`src/rtl/mvm_uart_host.sv`:
```
// Host-side UART endpoint: serializes one wide operand word onto tx and
// reassembles the incoming byte stream on rx into one wide result word.
module mvm_uart_host #(
    parameter int CLOCKS_PER_PULSE = 200_000_000 / 9600,
    parameter int BITS_PER_WORD    = 8,
    parameter int STOP_BITS_TX     = 4,
    parameter int W_TX             = 224,
    parameter int W_RX             = 256
) (
    input  logic              clk,
    input  logic              rstn,
    input  logic              s_axis_tvalid,
    output logic              s_axis_tready,
    input  logic [W_TX-1:0]   s_axis_tdata,
    output logic              tx,
    input  logic              rx,
    output logic              m_axis_tvalid,
    input  logic              m_axis_tready,
    output logic [W_RX-1:0]   m_axis_tdata,
    output logic              frame_err,
    output logic              overrun
);

    // Handshakes: a transfer happens on a rising clk edge where valid and
    // ready are both 1; valid/data never change while valid waits for ready.

    localparam int N_TX   = W_TX / BITS_PER_WORD;
    localparam int N_RX   = W_RX / BITS_PER_WORD;
    localparam int F_TX   = 1 + BITS_PER_WORD + STOP_BITS_TX;
    localparam int CW     = $clog2(CLOCKS_PER_PULSE + 1);
    localparam int BIT_W  = $clog2(F_TX + 1);
    localparam int TXB_W  = $clog2(N_TX + 1);
    localparam int DB_W   = $clog2(BITS_PER_WORD + 1);
    localparam int RXB_W  = $clog2(N_RX + 1);

    localparam logic [CW-1:0]    CYC_LAST  = CW'(CLOCKS_PER_PULSE - 1);
    localparam logic [CW-1:0]    CYC_HALF  = CW'(CLOCKS_PER_PULSE / 2 - 1);
    localparam logic [BIT_W-1:0] BIT_LAST  = BIT_W'(F_TX - 1);
    localparam logic [TXB_W-1:0] TXB_LAST  = TXB_W'(N_TX - 1);
    localparam logic [DB_W-1:0]  DB_LAST   = DB_W'(BITS_PER_WORD - 1);
    localparam logic [RXB_W-1:0] RXB_LAST  = RXB_W'(N_RX - 1);

    typedef enum logic {TX_IDLE, TX_SEND} tx_state_e;
    typedef enum logic [1:0] {RX_IDLE, RX_START, RX_DATA, RX_STOP} rx_state_e;

    function automatic logic [F_TX-1:0] make_frame(input logic [BITS_PER_WORD-1:0] b);
        return {{STOP_BITS_TX{1'b1}}, b, 1'b0};
    endfunction

    // ---------------- TX path ----------------
    tx_state_e          tx_state_q, tx_state_d;
    logic [W_TX-1:0]    tx_word_q,  tx_word_d;
    logic [F_TX-1:0]    tx_frame_q, tx_frame_d;
    logic [CW-1:0]      tx_cyc_q,   tx_cyc_d;
    logic [BIT_W-1:0]   tx_bit_q,   tx_bit_d;
    logic [TXB_W-1:0]   tx_byte_q,  tx_byte_d;

    always_ff @(posedge clk or negedge rstn) begin
        if (!rstn) begin
            tx_state_q <= TX_IDLE;
            tx_word_q  <= '0;
            tx_frame_q <= '1;
            tx_cyc_q   <= '0;
            tx_bit_q   <= '0;
            tx_byte_q  <= '0;
        end else begin
            tx_state_q <= tx_state_d;
            tx_word_q  <= tx_word_d;
            tx_frame_q <= tx_frame_d;
            tx_cyc_q   <= tx_cyc_d;
            tx_bit_q   <= tx_bit_d;
            tx_byte_q  <= tx_byte_d;
        end
    end

    // tx_word_q holds the bytes not yet framed, next byte in the low bits.
    always_comb begin
        tx_state_d = tx_state_q;
        tx_word_d  = tx_word_q;
        tx_frame_d = tx_frame_q;
        tx_cyc_d   = tx_cyc_q;
        tx_bit_d   = tx_bit_q;
        tx_byte_d  = tx_byte_q;
        case (tx_state_q)
            TX_IDLE: begin
                if (s_axis_tvalid) begin
                    tx_state_d = TX_SEND;
                    tx_frame_d = make_frame(s_axis_tdata[BITS_PER_WORD-1:0]);
                    tx_word_d  = s_axis_tdata >> BITS_PER_WORD;
                    tx_cyc_d   = '0;
                    tx_bit_d   = '0;
                    tx_byte_d  = '0;
                end
            end
            TX_SEND: begin
                if (tx_cyc_q == CYC_LAST) begin
                    tx_cyc_d = '0;
                    if (tx_bit_q == BIT_LAST) begin
                        tx_bit_d = '0;
                        if (tx_byte_q == TXB_LAST) begin
                            tx_state_d = TX_IDLE;
                        end else begin
                            tx_byte_d  = tx_byte_q + TXB_W'(1);
                            tx_frame_d = make_frame(tx_word_q[BITS_PER_WORD-1:0]);
                            tx_word_d  = tx_word_q >> BITS_PER_WORD;
                        end
                    end else begin
                        tx_bit_d   = tx_bit_q + BIT_W'(1);
                        tx_frame_d = {1'b1, tx_frame_q[F_TX-1:1]};
                    end
                end else begin
                    tx_cyc_d = tx_cyc_q + CW'(1);
                end
            end
            default: tx_state_d = TX_IDLE;
        endcase
    end

    assign s_axis_tready = (tx_state_q == TX_IDLE);
    assign tx            = (tx_state_q == TX_SEND) ? tx_frame_q[0] : 1'b1;

    // ---------------- RX path ----------------
    logic                     rx_meta_q, rx_sync_q;
    rx_state_e                rx_state_q, rx_state_d;
    logic [CW-1:0]            rx_cyc_q,   rx_cyc_d;
    logic [DB_W-1:0]          rx_bit_q,   rx_bit_d;
    logic [BITS_PER_WORD-1:0] rx_shift_q, rx_shift_d;
    logic [RXB_W-1:0]         rx_cnt_q,   rx_cnt_d;
    logic [W_RX-1:0]          asm_q,      asm_d;
    logic [W_RX-1:0]          m_data_q,   m_data_d;
    logic                     m_valid_q,  m_valid_d;
    logic                     frame_err_q, frame_err_d;
    logic                     overrun_q,   overrun_d;

    logic [BITS_PER_WORD:0]            shift_cat;
    logic [W_RX+BITS_PER_WORD-1:0]     asm_cat;

    // New bytes enter at the top, so after N_RX bytes byte k sits at [8k+7:8k].
    assign shift_cat = {rx_sync_q, rx_shift_q};
    assign asm_cat   = {rx_shift_q, asm_q};

    always_ff @(posedge clk or negedge rstn) begin
        if (!rstn) begin
            rx_meta_q   <= 1'b1;
            rx_sync_q   <= 1'b1;
            rx_state_q  <= RX_IDLE;
            rx_cyc_q    <= '0;
            rx_bit_q    <= '0;
            rx_shift_q  <= '0;
            rx_cnt_q    <= '0;
            asm_q       <= '0;
            m_data_q    <= '0;
            m_valid_q   <= 1'b0;
            frame_err_q <= 1'b0;
            overrun_q   <= 1'b0;
        end else begin
            rx_meta_q   <= rx;
            rx_sync_q   <= rx_meta_q;
            rx_state_q  <= rx_state_d;
            rx_cyc_q    <= rx_cyc_d;
            rx_bit_q    <= rx_bit_d;
            rx_shift_q  <= rx_shift_d;
            rx_cnt_q    <= rx_cnt_d;
            asm_q       <= asm_d;
            m_data_q    <= m_data_d;
            m_valid_q   <= m_valid_d;
            frame_err_q <= frame_err_d;
            overrun_q   <= overrun_d;
        end
    end

    always_comb begin
        rx_state_d  = rx_state_q;
        rx_cyc_d    = rx_cyc_q;
        rx_bit_d    = rx_bit_q;
        rx_shift_d  = rx_shift_q;
        rx_cnt_d    = rx_cnt_q;
        asm_d       = asm_q;
        m_data_d    = m_data_q;
        m_valid_d   = m_valid_q & ~m_axis_tready;
        frame_err_d = 1'b0;
        overrun_d   = 1'b0;
        case (rx_state_q)
            RX_IDLE: begin
                if (!rx_sync_q) begin
                    rx_state_d = RX_START;
                    rx_cyc_d   = '0;
                end
            end
            RX_START: begin
                if (rx_cyc_q == CYC_HALF) begin
                    rx_cyc_d   = '0;
                    rx_bit_d   = '0;
                    rx_state_d = rx_sync_q ? RX_IDLE : RX_DATA;
                end else begin
                    rx_cyc_d = rx_cyc_q + CW'(1);
                end
            end
            RX_DATA: begin
                if (rx_cyc_q == CYC_LAST) begin
                    rx_cyc_d   = '0;
                    rx_shift_d = shift_cat[BITS_PER_WORD:1];
                    rx_bit_d   = rx_bit_q + DB_W'(1);
                    if (rx_bit_q == DB_LAST) rx_state_d = RX_STOP;
                end else begin
                    rx_cyc_d = rx_cyc_q + CW'(1);
                end
            end
            RX_STOP: begin
                if (rx_cyc_q == CYC_LAST) begin
                    rx_cyc_d   = '0;
                    rx_state_d = RX_IDLE;
                    if (rx_sync_q) begin
                        asm_d = asm_cat[W_RX+BITS_PER_WORD-1:BITS_PER_WORD];
                        if (rx_cnt_q == RXB_LAST) begin
                            rx_cnt_d = '0;
                            // A word still waiting downstream wins; the new one is dropped.
                            if (m_valid_d) begin
                                overrun_d = 1'b1;
                            end else begin
                                m_data_d  = asm_d;
                                m_valid_d = 1'b1;
                            end
                        end else begin
                            rx_cnt_d = rx_cnt_q + RXB_W'(1);
                        end
                    end else begin
                        frame_err_d = 1'b1;
                    end
                end else begin
                    rx_cyc_d = rx_cyc_q + CW'(1);
                end
            end
            default: rx_state_d = RX_IDLE;
        endcase
    end

    assign m_axis_tvalid = m_valid_q;
    assign m_axis_tdata  = m_data_q;
    assign frame_err     = frame_err_q;
    assign overrun       = overrun_q;

endmodule

```
`config.mk`:
```
export PLATFORM = sky130hd
export DESIGN_NAME = mvm_uart_host
export DESIGN_NICKNAME = d
export VERILOG_FILES = /design/src/rtl/mvm_uart_host.sv
export SDC_FILE = /design/constraint.sdc
export NUM_CORES = 1
export LEC_CHECK = 0
export CAP_MARGIN = 20
export CORE_ASPECT_RATIO = 1.25
export CORE_MARGIN = 2
export CORE_UTILIZATION = 49
export CTS_CLUSTER_SIZE = 16
export DETAILED_ROUTE_END_ITERATION = 8
export PLACE_DENSITY = 0.86
export SLEW_MARGIN = 20
export SYNTH_ARGS = -nofsm -noshare
export SYNTH_HDL_FRONTEND = slang
export SYNTH_SLANG_ARGS = --single-unit
```
`constraint.sdc`:
```
create_clock -name clk -period 2.8 [get_ports clk]
set_clock_uncertainty 0.2 [all_clocks]
set_input_delay 0.42 -clock clk [delete_from_list [all_inputs] [get_ports clk]]
set_output_delay 0.42 -clock clk [all_outputs]
set_load 0.02 [all_outputs]
```
# Yosys cells after proc, flatten, opt, wreduce, memory -nomap -nowiden
# Index checks and enable logic that the tools add are counted.
# totals
word_cells	114
reg_bits	814
output_inout_bits	261
# classes
reduce_logical	11
n_eq_ne	20
bitwise_logic	4
muxes	55
add_sub_neg	6
# ops
cell	count
$mux 224	4
$pmux 224 s2	1
$mux 15	5
$mux 13	4
$pmux 15 s3	1
$add 15x1->15 const B	2
$eq 15x15->1 const B	2
$pmux 15 s2	1
$pmux 13 s2	1
$mux 4	5
$mux 5	4
$mux 1	17
$pmux 4 s2	2
$eq 15x14->1 const B	1
$ne 2x2->1 const B	7
$mux 2	6
$pmux 5 s2	1
$reduce_and 5->1	2
$reduce_and 3->1	3
$add 4x1->4 const B	2
$pmux 2 s4	1
$add 6x1->6 const B	1
$eq 6x5->1 const B	1
$mux 6	1
other kinds (16)	21

# Depth between registers and ports, before layout
# logic_depth
word_depth	7
mapped_depth	10
mapped_depth_nobuf	7

# Least setup slack after synthesis
# OpenSTA, ideal clock, no wires.
# synth_path
path_kind	flip-flop to flip-flop
startpoint	register rx_cyc_q[4]
endpoint	register m_data_q[215], in the netlist m_axis_tdata[215]
slack_ps	85
arrival_ps	2387
n_path_buf	2
path_stages_with_launch	8
required_ps	2472
path_cell_list	dfrtp_1 > or4b_1 > or2_1 > nor3_4 > nand3_1 > buf_2 > buf_2 > mux2_1
# synth_between
elab_chain_cells	2
# synth_rtl
element	line_no	rtl
start: declaration	125	logic [CW-1:0] rx_cyc_q, rx_cyc_d;
start signal: assignment	160	rx_cyc_q <= rx_cyc_d;
$eq 15x15->1	210	if (rx_cyc_q == CYC_LAST) begin
$reduce_and 5->1 (no source line)	--	
end signal: assignment	165	m_data_q <= m_data_d;
end: declaration	130	logic [W_RX-1:0] m_data_q, m_data_d;
# Every way passes these cells.
# A chain may end at the register's enable or synchronous reset.

# Worst setup path after layout
# layout_path
startpoint	register rx_cyc_q[9]
endpoint	register m_data_q[106], in the netlist m_axis_tdata[106]
# Same word-level chain as after synthesis.

==> metrics.md <==
| Metric | Value |
|---|---|
| Die Area | 0.0657 mm² |
| Leakage power | 20.4 nW |
| Adder-cell share of the synthesized area | 0.361% |
| Worst vdd ir | 0.000612 V |
| Total power | 25.1 mW |
| Maxcap violations | 0 |
| Sequential-to-total area share from yosys stat | 63.8% |
| CTS Root Cell | clkbuf_16 |
| # rows | 103 |
| Synth cell types | 51 |
| Synth Area in Compound Gates | 5.98% |
| DR WL/cell | 20.0 µm |
| Placed cell area | 0.0376 mm² |
| Syn_nets | 3175 |
| Largest family of logic cells by synthesized area | simple AND/OR/NAND/NOR gates |
| Worst path cell trace | or4b_4, or2_4, nor3_4, nand3_4, buf_6, buf_16, mux2_1 |
| Layout Utilization | 64.5% |
| R2R depth | 7 |
| Fmax | 0.359 GHz |
| Part of the cycle the worst path needs | 99.4% |
| Syn avg cell area | 10.6 µm² |
| WP data arrival | 3.08 ns |
| DRT Pass-1 Iters | 5 |
| Routability cong. | 0.894 |
| Fin Hold WS | 0.145 ns |
| Synth area leader | dfrtp_1 |
| Global Route Usage Sum | 25.9% |
| Commonest cells post-synth | nand2_1 (816), dfrtp_1 (783), nor2_1 (443) |
| Post-DP HPWL | 57.2 mm |
| Reg clk slew, reported paths | 0.06 ns |
| Crit path required time | 3.09 ns |
| Worst slew margin relative to its limit | 59.9% |
| Dpl ws | 0.0260 ns |
| Core Region | 0.0630 mm² |
| Final wirelength | 87.1 mm |
| FF-to-FF End | m_axis_tdata[106]$_DFFE_PN0P_ |
| Count leader, synth | nand2_1 |
| CP max stage delay | 0.54 ns |
| Mux cell area share after synthesis | 9.96% |
| Top Family by Delay on Critical Path | simple AND/OR/NAND/NOR gates |
| Slowest stage cell, crit path | or4b_4 |
| CTS tree | done |
| Antenna violations before repair | 12 |
| Post-route cell area | 0.0406 mm² |
| CP Class | flop to flop |
| EDFF count, synth | 0 |
| Warnings, synthesis | 0 |
| Worst setup endpoint | m_axis_tdata[106]$_DFFE_PN0P_ |
| Height of the die | 286 µm |
| RSZ-0062 raised after global routing | true |
| Port buffer count | 489 |
| HP Class | primary input to flop |
| Layout cells sized above 1 | 8.24% |
| Tmin final | 2.78 ns |
| R2r startpoint | rx_cyc_q[9]$_DFFE_PN0P_ |
| DIE WIDTH | 230 µm |
| I/O pin count | 490 |
| Setup TNS Final | 0 ns |
| Count of final setup violators | 0 |
| Detailed-route vias per instance | 5.52 |
| Final Non-Filler Cells | 4349 |
| CP startpoint kind | flop |
| Residual DRC | 0 |
| First-pass GRT wire length | 135 mm |
| Final net count | 3669 |
| Max Slew Vio Count | 0 |
| Starting Density | 49.5% |
| CP bufs+invs | 2 |
| R2R setup slack | 0.02 ns |
| Area contributors post-synth | dfrtp_1 (63%), nand2_1 (9.8%), mux2_1 (8.7%) |
| Largest net degree at the start of global routing | 129 |
| H-tree levels | 3 |
| CP startpoint | rx_cyc_q[9]$_DFFE_PN0P_ |
| Final Hold Vio Count | 0 |
| Worst skew pair latency | 0.63 ns |
| Worst Path Max Fanout | 16 |
| Drt first-iter violations | 2110 |
| Syn Inst Count | 2937 |
| Gr ovfl total | 0 |
| Power Density | 617 mW/mm² |
| Via Count | 24000 |
| Syn Std Cell Area | 0.0312 mm² |
| Number of cells on the critical path | 7 |
| CTS Sinks | 794 |
| Syn-to-layout area delta | 30.4% |
| Status | completed |
| Ys async rst share | 100% |
| Dominant synthesized flop cell | dfrtp_1 |
| Synth top area share | 62.8% |
| Worst slew pin tran | 0.601 ns |
| Placed Cells | 4180 |
| Number of global-route vias before repair | 24200 |
| PnR worst setup slack | 0.0164 ns |
| Synth Area in XOR/XNOR | 0.253% |
| Fillers | 4524 |
| #FFs+latches synth | 794 |
| TritonCTS Buffers | 79 |
| Worst setup EP type | flop |
| Simple-gate area share of the yosys netlist | 17.3% |
| Bufs on Longest Clock Path | 3 |
| Post-DRT Antenna Nets | 0 |
per-layer routing:
| layer | track usage (%) | wire length [µm] | up-vias | part of all wire, % |
|---|---|---|---|---|
| li1 | - | - | 10800 | - |
| met1 | 32.9 | 34000 | 12000 | 39 |
| met2 | 42.7 | 43100 | 954 | 49 |
| met3 | 4.29 | 5210 | 253 | 6.0 |
| met4 | 14.3 | 4790 | 0 | 5.5 |
| met5 | 0 | 0 | - | 0 |
cells by family (layout without fill, tap and decap cells):
kind of cell / Yosys count / in the layout
flip-flops: 794 / 794
multiplexers: 276 / 276
XOR/XNOR: 9 / 9
AND/OR/NAND/NOR: 1364 / 1364
AO/OA/AOI/OAI: 298 / 298
buffers and inverters: 187 / 747
other: 0 / 12
adder cells (fa/ha/maj): 9 / 9
sequential cells by signal (all words and copies together) (netlist names), named ones only:
register       count
tx_cyc_q          15
rx_cnt_q           6
overrun            1
asm_q            248
tx_byte_q          5
rx_sync_q          1
tx_state_q         1
rx_meta_q          1
m_axis_tvalid      1
frame_err          1
rx_shift_q         8
rx_bit_q           4
tx_frame_q         9
m_axis_tdata     256
rx_state_q         1
tx_bit_q           4
rx_cyc_q          15
tx_word_q        216
final cells by class:
cell class              instances  area [µm²]  area share, %
diodes                         12        30.0         0.0739
clock inverters                38         627           1.54
flip-flops and latches        794       19900           48.9
well taps                     840        1050           2.59
clock buffers                 109        2260           5.56
multi-input cells            1956       10600           26.1
repair buffers                585        6130           15.1
inverters                      15        56.3          0.139
worst min path at each step:
stage	slack [ns]	end	cells past startpoint	startpoint
final	0.14	tx_word_q[213]$_DFFE_PN0P_	3	s_axis_tdata[221]
after global routing	0.14	tx_word_q[209]$_DFFE_PN0P_	3	s_axis_tdata[217]
after CTS	0.11	tx_word_q[213]$_DFFE_PN0P_	3	s_axis_tdata[221]
after detailed placement	0.15	rx_sync_q$_DFF_PN1_	0	rx_meta_q$_DFF_PN1_
after global placement	0.15	rx_sync_q$_DFF_PN1_	0	rx_meta_q$_DFF_PN1_
after floorplan	-0.08	async pin	0	rstn
cell usage in the layout, fill, tap and decap left out, types with 8 or more instances in the layout:
cell type          n
bufinv_16         12
mux2_1           239
clkinvlp_4         8
ha_1               9
clkbuf_16         83
buf_4             54
nor2_1           443
o22ai_1          209
dfstp_2           11
diode_2           12
clkbuf_1          13
o21ai_0           21
a31oi_1           18
nand2_1          815
clkdlybuf4s50_1  488
dfrtp_1          783
inv_1             14
buf_12            32
mux2_2            34
clkbuf_8          17
a21oi_1           23
nand3_1           35
power by group:
part           leakage, nW  switching, mW  total (mW)  internal, mW
logic                 8.32          0.594        1.20         0.601
registers             10.6          0.345        12.3          11.9
clock network         1.39           4.75        11.6          6.86
what timing repair did:
item | CTS | global route
hold buffers | 2 | 0
gates resized for setup | 0 | 7
setup buffers | 0 | 3
hold endpoints to repair | 49 | 0
endpoints found under the setup margin | 0 | 157
worst register-to-register path, stage by stage, from the launching register on:
cell,delay [ns]
dfrtp_1,0.41
or4b_4,0.54
or2_4,0.29
nor3_4,0.23
nand3_4,0.25
buf_6,0.22
buf_16,0.15
mux2_1,0.37
Power figures use the tool's default switching activity.
